==> config.mk <==
export PLATFORM = sky130hd
export DESIGN_NAME = hazard_unit
export DESIGN_NICKNAME = d
export VERILOG_FILES = /design/src/rtl/hazard_unit.sv
export SDC_FILE = /design/constraint.sdc
export NUM_CORES = 1
export LEC_CHECK = 0
export CAP_MARGIN = 20
export CORE_ASPECT_RATIO = 0.7
export CORE_MARGIN = 2
export CORE_UTILIZATION = 36
export CTS_CLUSTER_SIZE = 28
export DETAILED_ROUTE_END_ITERATION = 8
export HOLD_SLACK_MARGIN = 0.06
export PLACE_DENSITY_LB_ADDON = 0.2
export SLEW_MARGIN = 10
export SYNTH_ARGS = -nofsm -noshare
export SYNTH_HDL_FRONTEND = slang
export SYNTH_SLANG_ARGS = --single-unit
export TNS_END_PERCENT = 30
==> constraint.sdc <==
create_clock -name clk -period 2.5 [get_ports clk]
set_input_delay 0.5 -clock clk [delete_from_list [all_inputs] [get_ports clk]]
set_output_delay 0.5 -clock clk [all_outputs]
set_load 0.1 [all_outputs]
==> src/rtl/hazard_unit.sv <==
// Pipeline hazard controller: load-use stall, MEM-stage redirect flush, memory-wait freeze with watchdog.
// Optional performance counters are enabled by defining HAZARD_PERF_CNT_EN.
module hazard_unit #(
    parameter int MAX_WAIT = 15
) (
    input  logic        clk,
    input  logic        rst,
    input  logic [5:0]  ifid_op,
    input  logic [4:0]  ifid_rs,
    input  logic [4:0]  ifid_rt,
    input  logic        idex_memread,
    input  logic [4:0]  idex_rt,
    input  logic        exmem_memread,
    input  logic        exmem_memwrite,
    input  logic        mem_ready,
    input  logic        pcsrc,
    input  logic        jump_mem,
    output logic        pc_write,
    output logic        ifid_write,
    output logic        idex_write,
    output logic        exmem_write,
    output logic        idex_bubble,
    output logic        memwb_bubble,
    output logic        flush,
    output logic        mem_timeout,
    output logic [15:0] stall_cnt,
    output logic [15:0] flush_cnt
);

    typedef enum logic {
        RUN   = 1'b0,
        MWAIT = 1'b1
    } state_t;

    localparam logic [7:0] MAX_WAIT_C = 8'(MAX_WAIT);

    state_t     state_q, state_d;
    logic [7:0] wait_cnt_q, wait_cnt_d;
    logic [7:0] wait_inc;
    logic       timeout_q, timeout_d;
    logic       reads_rt, lu, rd, mb, hold;

    always_comb begin
        reads_rt = (ifid_op == 6'h00) || (ifid_op == 6'h04) || (ifid_op == 6'h2B);
        lu = idex_memread && (idex_rt != 5'd0) &&
             ((idex_rt == ifid_rs) || (reads_rt && (idex_rt == ifid_rt)));
        rd = pcsrc || jump_mem;
        mb = (exmem_memread || exmem_memwrite) && !mem_ready;
        wait_inc = wait_cnt_q + 8'd1;

        state_d    = state_q;
        wait_cnt_d = wait_cnt_q;
        timeout_d  = timeout_q;
        hold       = mb;

        if (state_q == MWAIT) begin
            if (!mb) begin
                state_d    = RUN;
                wait_cnt_d = 8'd0;
            end else if (wait_inc == MAX_WAIT_C) begin
                // Watchdog expiry: let the pipe advance as though the access completed.
                hold       = 1'b0;
                timeout_d  = 1'b1;
                state_d    = RUN;
                wait_cnt_d = 8'd0;
            end else begin
                wait_cnt_d = wait_inc;
            end
        end else if (mb) begin
            state_d    = MWAIT;
            wait_cnt_d = 8'd0;
        end

        pc_write     = 1'b1;
        ifid_write   = 1'b1;
        idex_write   = 1'b1;
        exmem_write  = 1'b1;
        idex_bubble  = 1'b0;
        memwb_bubble = 1'b0;
        flush        = 1'b0;

        if (!rst) begin
            if (hold) begin
                pc_write     = 1'b0;
                ifid_write   = 1'b0;
                idex_write   = 1'b0;
                exmem_write  = 1'b0;
                memwb_bubble = 1'b1;
            end else if (rd) begin
                flush = 1'b1;
            end else if (lu) begin
                pc_write    = 1'b0;
                ifid_write  = 1'b0;
                idex_bubble = 1'b1;
            end
        end
    end

    always_ff @(posedge clk) begin
        if (rst) begin
            state_q    <= RUN;
            wait_cnt_q <= 8'd0;
            timeout_q  <= 1'b0;
        end else begin
            state_q    <= state_d;
            wait_cnt_q <= wait_cnt_d;
            timeout_q  <= timeout_d;
        end
    end

    assign mem_timeout = timeout_q;

`ifdef HAZARD_PERF_CNT_EN
    logic [15:0] stall_cnt_q, stall_cnt_d;
    logic [15:0] flush_cnt_q, flush_cnt_d;

    always_comb begin
        stall_cnt_d = stall_cnt_q;
        flush_cnt_d = flush_cnt_q;
        if (!pc_write && (stall_cnt_q != 16'hFFFF)) stall_cnt_d = stall_cnt_q + 16'd1;
        if (flush && (flush_cnt_q != 16'hFFFF))     flush_cnt_d = flush_cnt_q + 16'd1;
    end

    always_ff @(posedge clk) begin
        if (rst) begin
            stall_cnt_q <= 16'd0;
            flush_cnt_q <= 16'd0;
        end else begin
            stall_cnt_q <= stall_cnt_d;
            flush_cnt_q <= flush_cnt_d;
        end
    end

    assign stall_cnt = stall_cnt_q;
    assign flush_cnt = flush_cnt_q;
`else
    assign stall_cnt = 16'd0;
    assign flush_cnt = 16'd0;
`endif

endmodule

==> results.md, run 1 <==
* Max Freq at 0.385 GHz
* Commonest non-fill, non-tap cell in the layout: conb_1
* I/O Buffers at 36
* Power Density at 437 mW/mm^2
* TritonCTS clock tree: built
* Lkg Pwr at 0.660 nW
* Number of synthesis warnings at 0
* CORE AREA at 0.00280 mm^2
* Synth top area cells: buf_4 (24%), dfxtp_1 (19%), xnor2_1 (5.0%)
* Die footprint at 0.00339 mm^2
* Yosys cell types at 43
* FILL cells at 240
* Slew Limit Fails at 0
* Slew at the pin closest to its max-slew limit at 591 ps
* Total CTS buffers at 3
* IO Pins at 69
* Worst Path Required at 2000 ps
* Starting Density at 37.7%
* Hold Path Class: flop to flop
* Initial antenna violation count at 0
* Post-synth ARST share at 0%
* Clk Latency, worst-skew pair at 230 ps
* Vias after detailed routing at 987
* Worst relative slew slack at 60.4%
* Clk slew on worst S/H paths at 40 ps
* Total Routing Usage GR at 17.8%
* Post-DRT Antenna Nets at 0
* Sequential area share after synthesis at 19.0%
* Post-DP Area at 0.00143 mm^2
* Worst Setup Start Kind: primary input
* Number of max-cap violations at 0
* Final Hold Fails at 0
* Post-synth top area cell: buf_4
* First-pass GRT wire length at 4450 um
* Detailed-placement wirelength estimate at 2060 um
* RSZ-0062 raised after global routing: yes
* Root buffer cell: clkbuf_8
* Post-CTS Hold Buffers at 0
* CTS H-tree depth at 1
* Fin util at 57.7%
* CP Capture Type: output port
* Min Tclk post-route at 2600 ps
* Post-Syn Area at 0.00106 mm^2
* Final instance area at 0.00162 mm^2
* FF-to-FF setup slack at 700 ps
* Clock sinks at 10
* Total grt overflow at 0
* Die extent in y at 49.3 um
* Vias in the first global route at 922
* Setup Crit Path Kind: primary input to output port
* Final worst setup slack at -96.3 ps
* GPL Wtd Cong at 0.814
* Final nets at 214
* Detail-routed via count per cell at 4.55
* Post-synth top area share at 24.2%
* First-iteration detailed-routing DRC count at 13
* Failing checks: negative setup slack
* VDD IR-drop max at 0.304 mV
* Most frequent cells in the layout: conb_1 (32), clkdlybuf4s50_1 (21), buf_4 (13)
* Synth-to-Final Area Change at 53.1%
* Final WL at 2740 um
* Worst Skew at 1.51 ps
* Layout cell share with drive strength beyond 1 at 26.5%
* Die Span X at 68.7 um
* Post-synthesis register bit count at 10
* Final setup vio count at 7
* CP max FO at 3
* Run status: finished with violations
* Routed len/inst at 12.6 um
* Crit path DAT at 2100 ps
* Top FF cell, synth: dfxtp_1
* CTS max path bufs at 2
* Post-synth EDFFs at 0
* Cells after Synth at 135
* Residual DRC count at 0
* Maximum number of pins on one net before global-route repair at 13
* Mean Syn Cell Area at 7.82 um^2
* Total iterations of the first detailed-routing run at 4
* # rows at 16
* Diodes inserted at 0
* Final worst-path cycle share at 104%
## worst paths after layout
check | cells after the start | to | startpoint
worst min register to register | 2 | mem_timeout | mem_timeout
worst max register to register | 7 | wait_cnt_q[2] | wait_cnt_q[0]
worst max-delay path | 7 | ifid_write | idex_rt[1]
worst min-delay path | 2 | mem_timeout | mem_timeout
## layer usage
layer / global-route usage [%] / wire, um / vias up
met2: 28.5 / 1350 / 37
met4: 6.54 / 46 / 0
met3: 4.16 / 159 / 6
met5: 0 / 0 / -
li1: - / - / 485
met1: 22.9 / 1190 / 459
## per-stage QoR
stage          setup WS [ps]  total power [W]  hold slack [ps]  instances  TNS (ps)
2_1_floorplan          -1300         0.000490              463        166     -5110
3_3_place_gp            -256         0.000535              462        207      -776
3_5_place_dp            -346         0.000536              463        207      -856
4_1_cts                -84.6         0.000706              477        216      -376
5_1_grt                 -188         0.000732              495        217     -1070
6_report               -96.3         0.000706              472        217      -334
## synthesized netlist by cell type (all sizes together), types with 2 or more instances
master and n:
xor2 4, nor2 11, a21o 3, nand3 3
buf 36, or4 2, nand2 8, nand2b 2
nor2b 2, a21oi 11, ha 2, nor3 4
o21ai 3, and3 2, a211oi 2, xnor2 7
dfxtp 10, nand4 3, inv 3, or2 2
## report_power, final
part | total (W) | switching (W) | internal (W)
Combinational | 0.000378 | 0.000296 | 0.0000816
Clock | 0.000165 | 0.0000602 | 0.000105
Sequential | 0.000162 | 0.00000293 | 0.000160
## sequential cells by signal, summed over array words and instances (netlist names)
register / cells
wait_cnt_q: 8
state_q: 1
mem_timeout: 1
## cells by family after synthesis
group	count (synthesis)	share of synthesized area [%]
AOI/OAI and AO/OA	25	16.8
xor gates and xnor gates	11	9.83
adders and majority gates	2	2.37
buffers and inverters	40	27.1
DFF	10	19.0
other	1	0.355
and+or+nand+nor	46	24.5
## worst max-delay path: stages
cell and delay [ps]:
dlygate4sd2_1 280, or4_1 570, o2111ai_2 220, a21oi_2 60, buf_4 140, nor2_4 140, buf_12 190
## final cells by class
cell class	instances	area [um^2]	area share, %
multi-input combinational	116	787	48.7
clock buffer	3	41.3	2.55
sequential	10	211	13.1
tap	36	45.0	2.79
inverter	3	11.3	0.697
timing repair buffer	49	520	32.2
## what timing repair did
item | 4_1_cts | 5_1_grt
cloned | 0 | 0
pin swaps | 13 | 6
setup buffers | 6 | 1
endpoints found under the setup margin | 7 | 7
resized for setup | 24 | 9
(Power assumes the default switching activity.)
==> run 2: changes to the inputs <==
--- a/config.mk
+++ b/config.mk
@@ -11,8 +11,9 @@
 export CORE_UTILIZATION = 36
 export CTS_CLUSTER_SIZE = 28
 export DETAILED_ROUTE_END_ITERATION = 8
+export GPL_TIMING_DRIVEN = 0
 export HOLD_SLACK_MARGIN = 0.06
-export PLACE_DENSITY_LB_ADDON = 0.2
+export PLACE_DENSITY = 0.8
 export SLEW_MARGIN = 10
 export SYNTH_ARGS = -nofsm -noshare
 export SYNTH_HDL_FRONTEND = slang
==> run 2 against run 1 <==
Compared with the run above: the run still ends with negative setup slack left; cell count grew 15%; largest cell class unchanged; global-route usage fell by 0.26 points; first-iteration DRC count did not move.
==> results.md, run 2 (synthesized netlist as in run 1, its figures left out) <==
* Die extent in y at 49.3 um (unchanged)
* GPL Wtd Cong at 0.847 (+4.1%)
* Maximum number of pins on one net before global-route repair at 11 (-2)
* TritonCTS clock tree: built
* CORE AREA at 0.00280 mm^2 (unchanged)
* Fin cells at 250 (+15%)
* Placed Instances at 238 (+15%)
* Worst relative slew slack at 35.2% (-25 points)
* Die footprint at 0.00339 mm^2 (unchanged)
* Setup Crit Path Kind: flop to output port
* Clock sinks at 10 (unchanged)
* Final nets at 246 (+15%)
* Number of flip-flops under the largest register name at 8 (unchanged)
* Sequential share of power at 20.9% (-2.1 points)
* Number of max-cap violations at 0 (unchanged)
* CTS H-tree depth at 1 (unchanged)
* Post-DRT Antenna Nets at 0 (unchanged)
* Worst Path Required at 2000 ps (about the same)
* Top delay family on crit path: compound AO/OA/AOI/OAI gates
* Sw power at 0.000367 W (+2.2%)
* Clk Latency, worst-skew pair at 240 ps (about the same)
* Total CTS buffers at 3 (unchanged)
* CTS max path bufs at 2 (unchanged)
* Detail-routed via count per cell at 4.32 (-5.1%)
* Final setup vio count at 3 (-4)
* Vias after detailed routing at 1,079 (+9.3%)
* Layout cell share with drive strength beyond 1 at 38.3% (+12 points)
* Lkg Pwr at 0.824 nW (+25%)
* Commonest non-fill, non-tap cell in the layout: buf_4
* Comb power frac at 52.0% (-1.6 points)
* Slowest Stage Delay on Critical Path at 360 ps (-210 ps)
* Worst Path Buf+Inv at 2 (-1)
* Top reg by flops: wait_cnt_q
* Slowest-stage cell, CP: dfxtp_4
* Post-CTS Hold Buffers at 0 (unchanged)
* Power Density at 416 mW/mm^2 (-4.7%)
* Internal power at 0.000400 W (+15%)
* Most frequent cells in the layout: buf_4 (43), conb_1 (32), clkdlybuf4s50_1 (20)
* VDD IR-drop max at 0.329 mV (+8.3%)
* Initial antenna violation count at 0 (unchanged)
* Detailed-placement wirelength estimate at 2040 um (-1.1%)
* Failing checks: negative setup slack
* Final Hold Fails at 0 (unchanged)
* # rows at 16 (unchanged)
* RSZ-0062 raised after global routing: yes
* Worst Setup Start Kind: flop
* Synth-to-Final Area Change at 74.5%
* Final worst-path cycle share at 103% (-1.0 points)
* First-pass GRT wire length at 4470 um (+0.47%)
* IO Pins at 69 (unchanged)
* Worst Skew at 3.19 ps (+1.67 ps)
* Final worst setup slack at -70.6 ps (+25.7 ps)
* Post-DP Area at 0.00159 mm^2 (+11%)
* Final instance area at 0.00184 mm^2 (+14%)
* CP Capture Type: output port
* Routed len/inst at 11.1 um (-12%)
* Total grt overflow at 0 (unchanged)
* Slew Limit Fails at 0 (unchanged)
* Crit-path cells: ha_4 -> and2b_1 -> a21o_1 -> a21oi_4 -> nor3_4 -> a211oi_4 -> nor2_2 -> buf_4 -> buf_12
* Diodes inserted at 0 (unchanged)
* Final WL at 2790 um (+1.6%)
* Total iterations of the first detailed-routing run at 4 (unchanged)
* I/O Buffers at 36 (unchanged)
* Vias in the first global route at 942 (+2.2%)
* FILL cells at 221 (-7.9%)
* Starting Density at 37.7% (unchanged)
* Final hold slack at 491 ps (+19.4 ps)
* Run status: finished with violations
* CP max FO at 3 (unchanged)
* Sw frac at 47.9% (-3.0 points)
* Die Span X at 68.7 um (unchanged)
* Total Routing Usage GR at 17.5% (-0.26 points)
* Hold Path Class: flop to flop
* Min Tclk post-route at 2570 ps (-25.7 ps)
* Clk slew on worst S/H paths at 50 ps (about the same)
* Residual DRC count at 0 (unchanged)
* Max Freq at 0.389 GHz (+1.0%)
* First-iteration detailed-routing DRC count at 13 (unchanged)
* Crit path DAT at 2070 ps (-30 ps)
* Root buffer cell: clkbuf_8
* Slew at the pin closest to its max-slew limit at 969 ps (+378 ps)
* Clock share of power at 27.1% (+3.7 points)
==> run 2: changes by cell type in the layout (fill, tap and decap cells not counted), moves of 2 or more <==
cell / previous run / this run
buf_6: 1 / 5
buf_4: 13 / 43
buf_12: 7 / 3
clkdlybuf4s15_1: 0 / 2
==> run 2: final timing paths <==
check                start       endpoint  slack (ps)  depth (start not counted)
min            mem_timeout    mem_timeout         490                          2
max          wait_cnt_q[1]       pc_write         -70                          9
max reg2reg  wait_cnt_q[1]  wait_cnt_q[2]         610                          8
min reg2reg    mem_timeout    mem_timeout         490                          2
==> run 2: timing repair <==
item | in CTS | in global routing
resized for setup | 89 | 6
setup buffers | 8 | 1
pin swaps | 19 | 2
endpoints found under the setup margin | 7 | 7
==> run 2: worst reg2reg max path, cell delays in order, from the launching register on <==
cell and delay (ps):
dfxtp_4 360, ha_4 170, nor2b_2 170, nor3b_4 260, a21oi_4 60, buf_4 140, o31ai_2 370, o21bai_1 170
a21oi_1 70
==> run 2: layout make-up <==
| type | count | area [um^2] | share of cell area (%) |
|---|---|---|---|
| multi-input cells | 116 | 792 | 43.0 |
| repair buffers | 45 | 450 | 24.4 |
| plain buffers | 36 | 274 | 14.9 |
| flip-flops and latches | 10 | 215 | 11.7 |
| clock buffers | 4 | 55.1 | 2.99 |
| well taps | 36 | 45.0 | 2.44 |
| inverters | 3 | 11.3 | 0.611 |
==> run 2: power by group through the flow <==
stage          sequential [W]  clock, W  combinational, W
2_1_floorplan        0.000166         0          0.000324
3_3_place_gp         0.000167         0          0.000389
3_5_place_dp         0.000167         0          0.000390
4_1_cts              0.000162  0.000210          0.000395
5_1_grt              0.000161  0.000217          0.000413
6_report             0.000161  0.000207          0.000399
==> run 2: routing by layer <==
| layer | vias to the layer above | global-route usage, % | part of all wire (%) |
|---|---|---|---|
| met4 | 0 | 4.90 | 1.3 |
| met1 | 483 | 23.9 | 45 |
| met2 | 39 | 27.2 | 48 |
| li1 | 552 | - | - |
| met5 | - | 0 | 0 |
| met3 | 5 | 4.16 | 5.2 |
==> run 2: per-stage QoR <==
step | setup TNS [ps] | utilization (%) | power (W) | setup WS (ps)
CTS | -57.6 | 64.8 | 0.000766 | -30.4
global placement | -6470 | 56.7 | 0.000555 | -1160
global route | -592 | 65.8 | 0.000791 | -140
floorplan | -5110 | - | 0.000490 | -1300
detailed placement | -6580 | 56.7 | 0.000557 | -1150
finish | -150 | 65.8 | 0.000767 | -70.6
==> run 3: changes to the inputs <==
--- a/config.mk
+++ b/config.mk
@@ -7,7 +7,6 @@
 export LEC_CHECK = 0
 export CAP_MARGIN = 20
 export CORE_ASPECT_RATIO = 0.7
-export CORE_MARGIN = 2
 export CORE_UTILIZATION = 36
 export CTS_CLUSTER_SIZE = 28
 export DETAILED_ROUTE_END_ITERATION = 8
==> run 3 against run 2 <==
Compared with the run above: the flow still finishes with violations (negative setup slack); global-route usage is 2.2 points higher; count of clock-buffer cells in the layout stayed put; critical path depth unchanged; total power increased by 1.3%; fmax up 0.11%; largest cell class unchanged; final area up 0.54%; sequential power about the same.
==> results.md, run 3 (synthesized netlist as in run 1, its figures left out) <==
* TritonCTS clock tree: built
* Total CTS buffers at 3 (unchanged)
* Root buffer cell: clkbuf_8
* CP Capture Type: output port
* # rows at 16 (unchanged)
* CP max FO at 3 (unchanged)
* Total Routing Usage GR at 19.7% (+2.2 points)
* CTS max path bufs at 2 (unchanged)
* Worst Path Buf+Inv at 3 (+1)
* Total iterations of the first detailed-routing run at 4 (unchanged)
* Slew Limit Fails at 0 (unchanged)
* Die Span X at 66.7 um (-2.9%)
* Hold Path Class: flop to flop
* Max Freq at 0.389 GHz (+0.11%)
* Detail-routed via count per cell at 4.41 (+2.1%)
* Lkg Pwr at 0.819 nW (-0.62%)
* Setup Crit Path Kind: flop to output port
* Number of flip-flops under the largest register name at 8 (unchanged)
* Reg-to-Reg Start: wait_cnt_q[1]
* Detailed-placement wirelength estimate at 2010 um (-1.3%)
* Final worst setup slack at -67.8 ps (+2.77 ps)
* Worst Hold Launch: mem_timeout
* Die extent in y at 47.3 um (-4.1%)
* Met3 usage at 6.80% (+2.6 points)
* First-pass GRT wire length at 4490 um (+0.31%)
* Clk slew on worst S/H paths at 50 ps (about the same)
* Worst Skew at 5.42 ps (+2.24 ps)
* Placed Instances at 238 (unchanged)
* Starting Density at 37.9% (+0.27 points)
* Top delay family on crit path: compound AO/OA/AOI/OAI gates
* Total grt overflow at 0 (unchanged)
* Busiest grt layer: met2
* Crit-path cells: ha_4 -> and2b_1 -> a21o_1 -> a21oi_2 -> nor3_4 -> a211oi_4 -> inv_1 -> buf_6 -> buf_12
* Vias after detailed routing at 1,102 (+2.1%)
* Final TNS setup at -204 ps (-53.6 ps)
* IO Pins at 69 (unchanged)
* Slowest-stage cell, CP: dfxtp_4
* Slowest Stage Delay on Critical Path at 350 ps (about the same)
* GPL Wtd Cong at 0.840 (-0.91%)
* Vias in the first global route at 981 (+4.1%)
* Most frequent cells in the layout: buf_4 (44), conb_1 (32), clkdlybuf4s50_1 (20)
* First-iteration detailed-routing DRC count at 20 (+7)
* Clk Latency, worst-skew pair at 250 ps (about the same)
* Top reg by flops: wait_cnt_q
* Number of max-cap violations at 0 (unchanged)
* Diodes inserted at 0 (unchanged)
* Maximum number of pins on one net before global-route repair at 11 (unchanged)
* Power Density at 419 mW/mm^2 (+0.74%)
* Worst relative slew slack at 35.4% (+0.18 points)
* Final worst-path cycle share at 103% (-0.11 points)
* Slew at the pin closest to its max-slew limit at 966 ps (-2.69 ps)
* Final Hold Fails at 0 (unchanged)
* Routed len/inst at 12.2 um (+9.8%)
* RSZ-0062 raised after global routing: yes
* Commonest non-fill, non-tap cell in the layout: buf_4
* Fin cells at 250 (unchanged)
* Layout cell share with drive strength beyond 1 at 39.3% (+0.93 points)
* Worst Setup Start Kind: flop
* Met1 GRT Util at 23.8% (-0.10 points)
* Final setup vio count at 5 (+2)
* VDD IR-drop max at 0.380 mV (+15%)
* Crit path DAT at 2070 ps (about the same)
* Residual DRC count at 0 (unchanged)
* Die footprint at 0.00316 mm^2 (-6.8%)
* Clock sinks at 10 (unchanged)
* Min Tclk post-route at 2570 ps (-2.77 ps)
* Fin util at 66.6% (+0.83 points)
* Global-route met2 utilization at 33.5% (+6.3 points)
* Worst Path Required at 2000 ps (about the same)
* Final WL at 3060 um (+9.8%)
* Run status: finished with violations
* Timing startpoint of the critical path: wait_cnt_q[0]
* Post-CTS Hold Buffers at 0 (unchanged)
* Initial antenna violation count at 0 (unchanged)
* CTS H-tree depth at 1 (unchanged)
* CORE AREA at 0.00278 mm^2 (-0.71%)
* I/O Buffers at 36 (unchanged)
* Final nets at 246 (unchanged)
* Failing checks: negative setup slack
* Synth-to-Final Area Change at 75.5%
* Post-DRT Antenna Nets at 0 (unchanged)
run 3: stage by stage:
| stage | instance area, um^2 | setup WS, ps | hold slack, ps | power (W) |
|---|---|---|---|---|
| finish | 1850 | -67.8 | 489 | 0.000777 |
| global placement | 1590 | -1170 | 461 | 0.000556 |
| global route | 1850 | -136 | 528 | 0.000799 |
| CTS | 1780 | -51.2 | 496 | 0.000770 |
| detailed placement | 1590 | -1170 | 473 | 0.000557 |
| floorplan | 1180 | -1300 | 463 | 0.000490 |
run 3: layout make-up:
class | count | area [um^2]
Tap cell | 36 | 45.0
Inverter | 3 | 11.3
Clock buffer | 4 | 55.1
Sequential cell | 10 | 214
Fill cell | 212 | 930
Timing Repair Buffer | 46 | 454
Buffer | 35 | 267
Multi-Input combinational cell | 116 | 807
run 3: power by group:
| group | leakage (nW) | internal [W] | switching, W |
|---|---|---|---|
| clock network | 0.0288 | 0.000139 | 0.0000727 |
| logic | 0.705 | 0.000103 | 0.000300 |
| registers | 0.0850 | 0.000159 | 0.00000243 |
run 3: worst paths after layout:
path              endpoint  depth (start not counted)  slack (ps)
max             idex_write                          9         -70
min            mem_timeout                          2         490
max reg2reg  wait_cnt_q[2]                          8         610
min reg2reg    mem_timeout                          2         490
run 3: worst register-to-register path, cell delays in order (launching register included):
cell and delay, ps:
dfxtp_2 340, and3_4 200, a311oi_4 260, nand3b_4 120
buf_4 140, buf_4 120, o31ai_2 300, o21bai_1 160
a21oi_1 80
run 3: metal layers:
layer  share of wire, %  routed length, um
met1                 41               1240
met2                 52               1580
met3                5.5                167
met4                2.5                 76
met5                  0                  0
run 3: repair_timing:
| action | CTS | global route |
|---|---|---|
| resized for setup | 82 | 13 |
| pin swaps | 17 | 6 |
| setup endpoints to repair | 7 | 7 |
| buffers inserted | 8 | 2 |
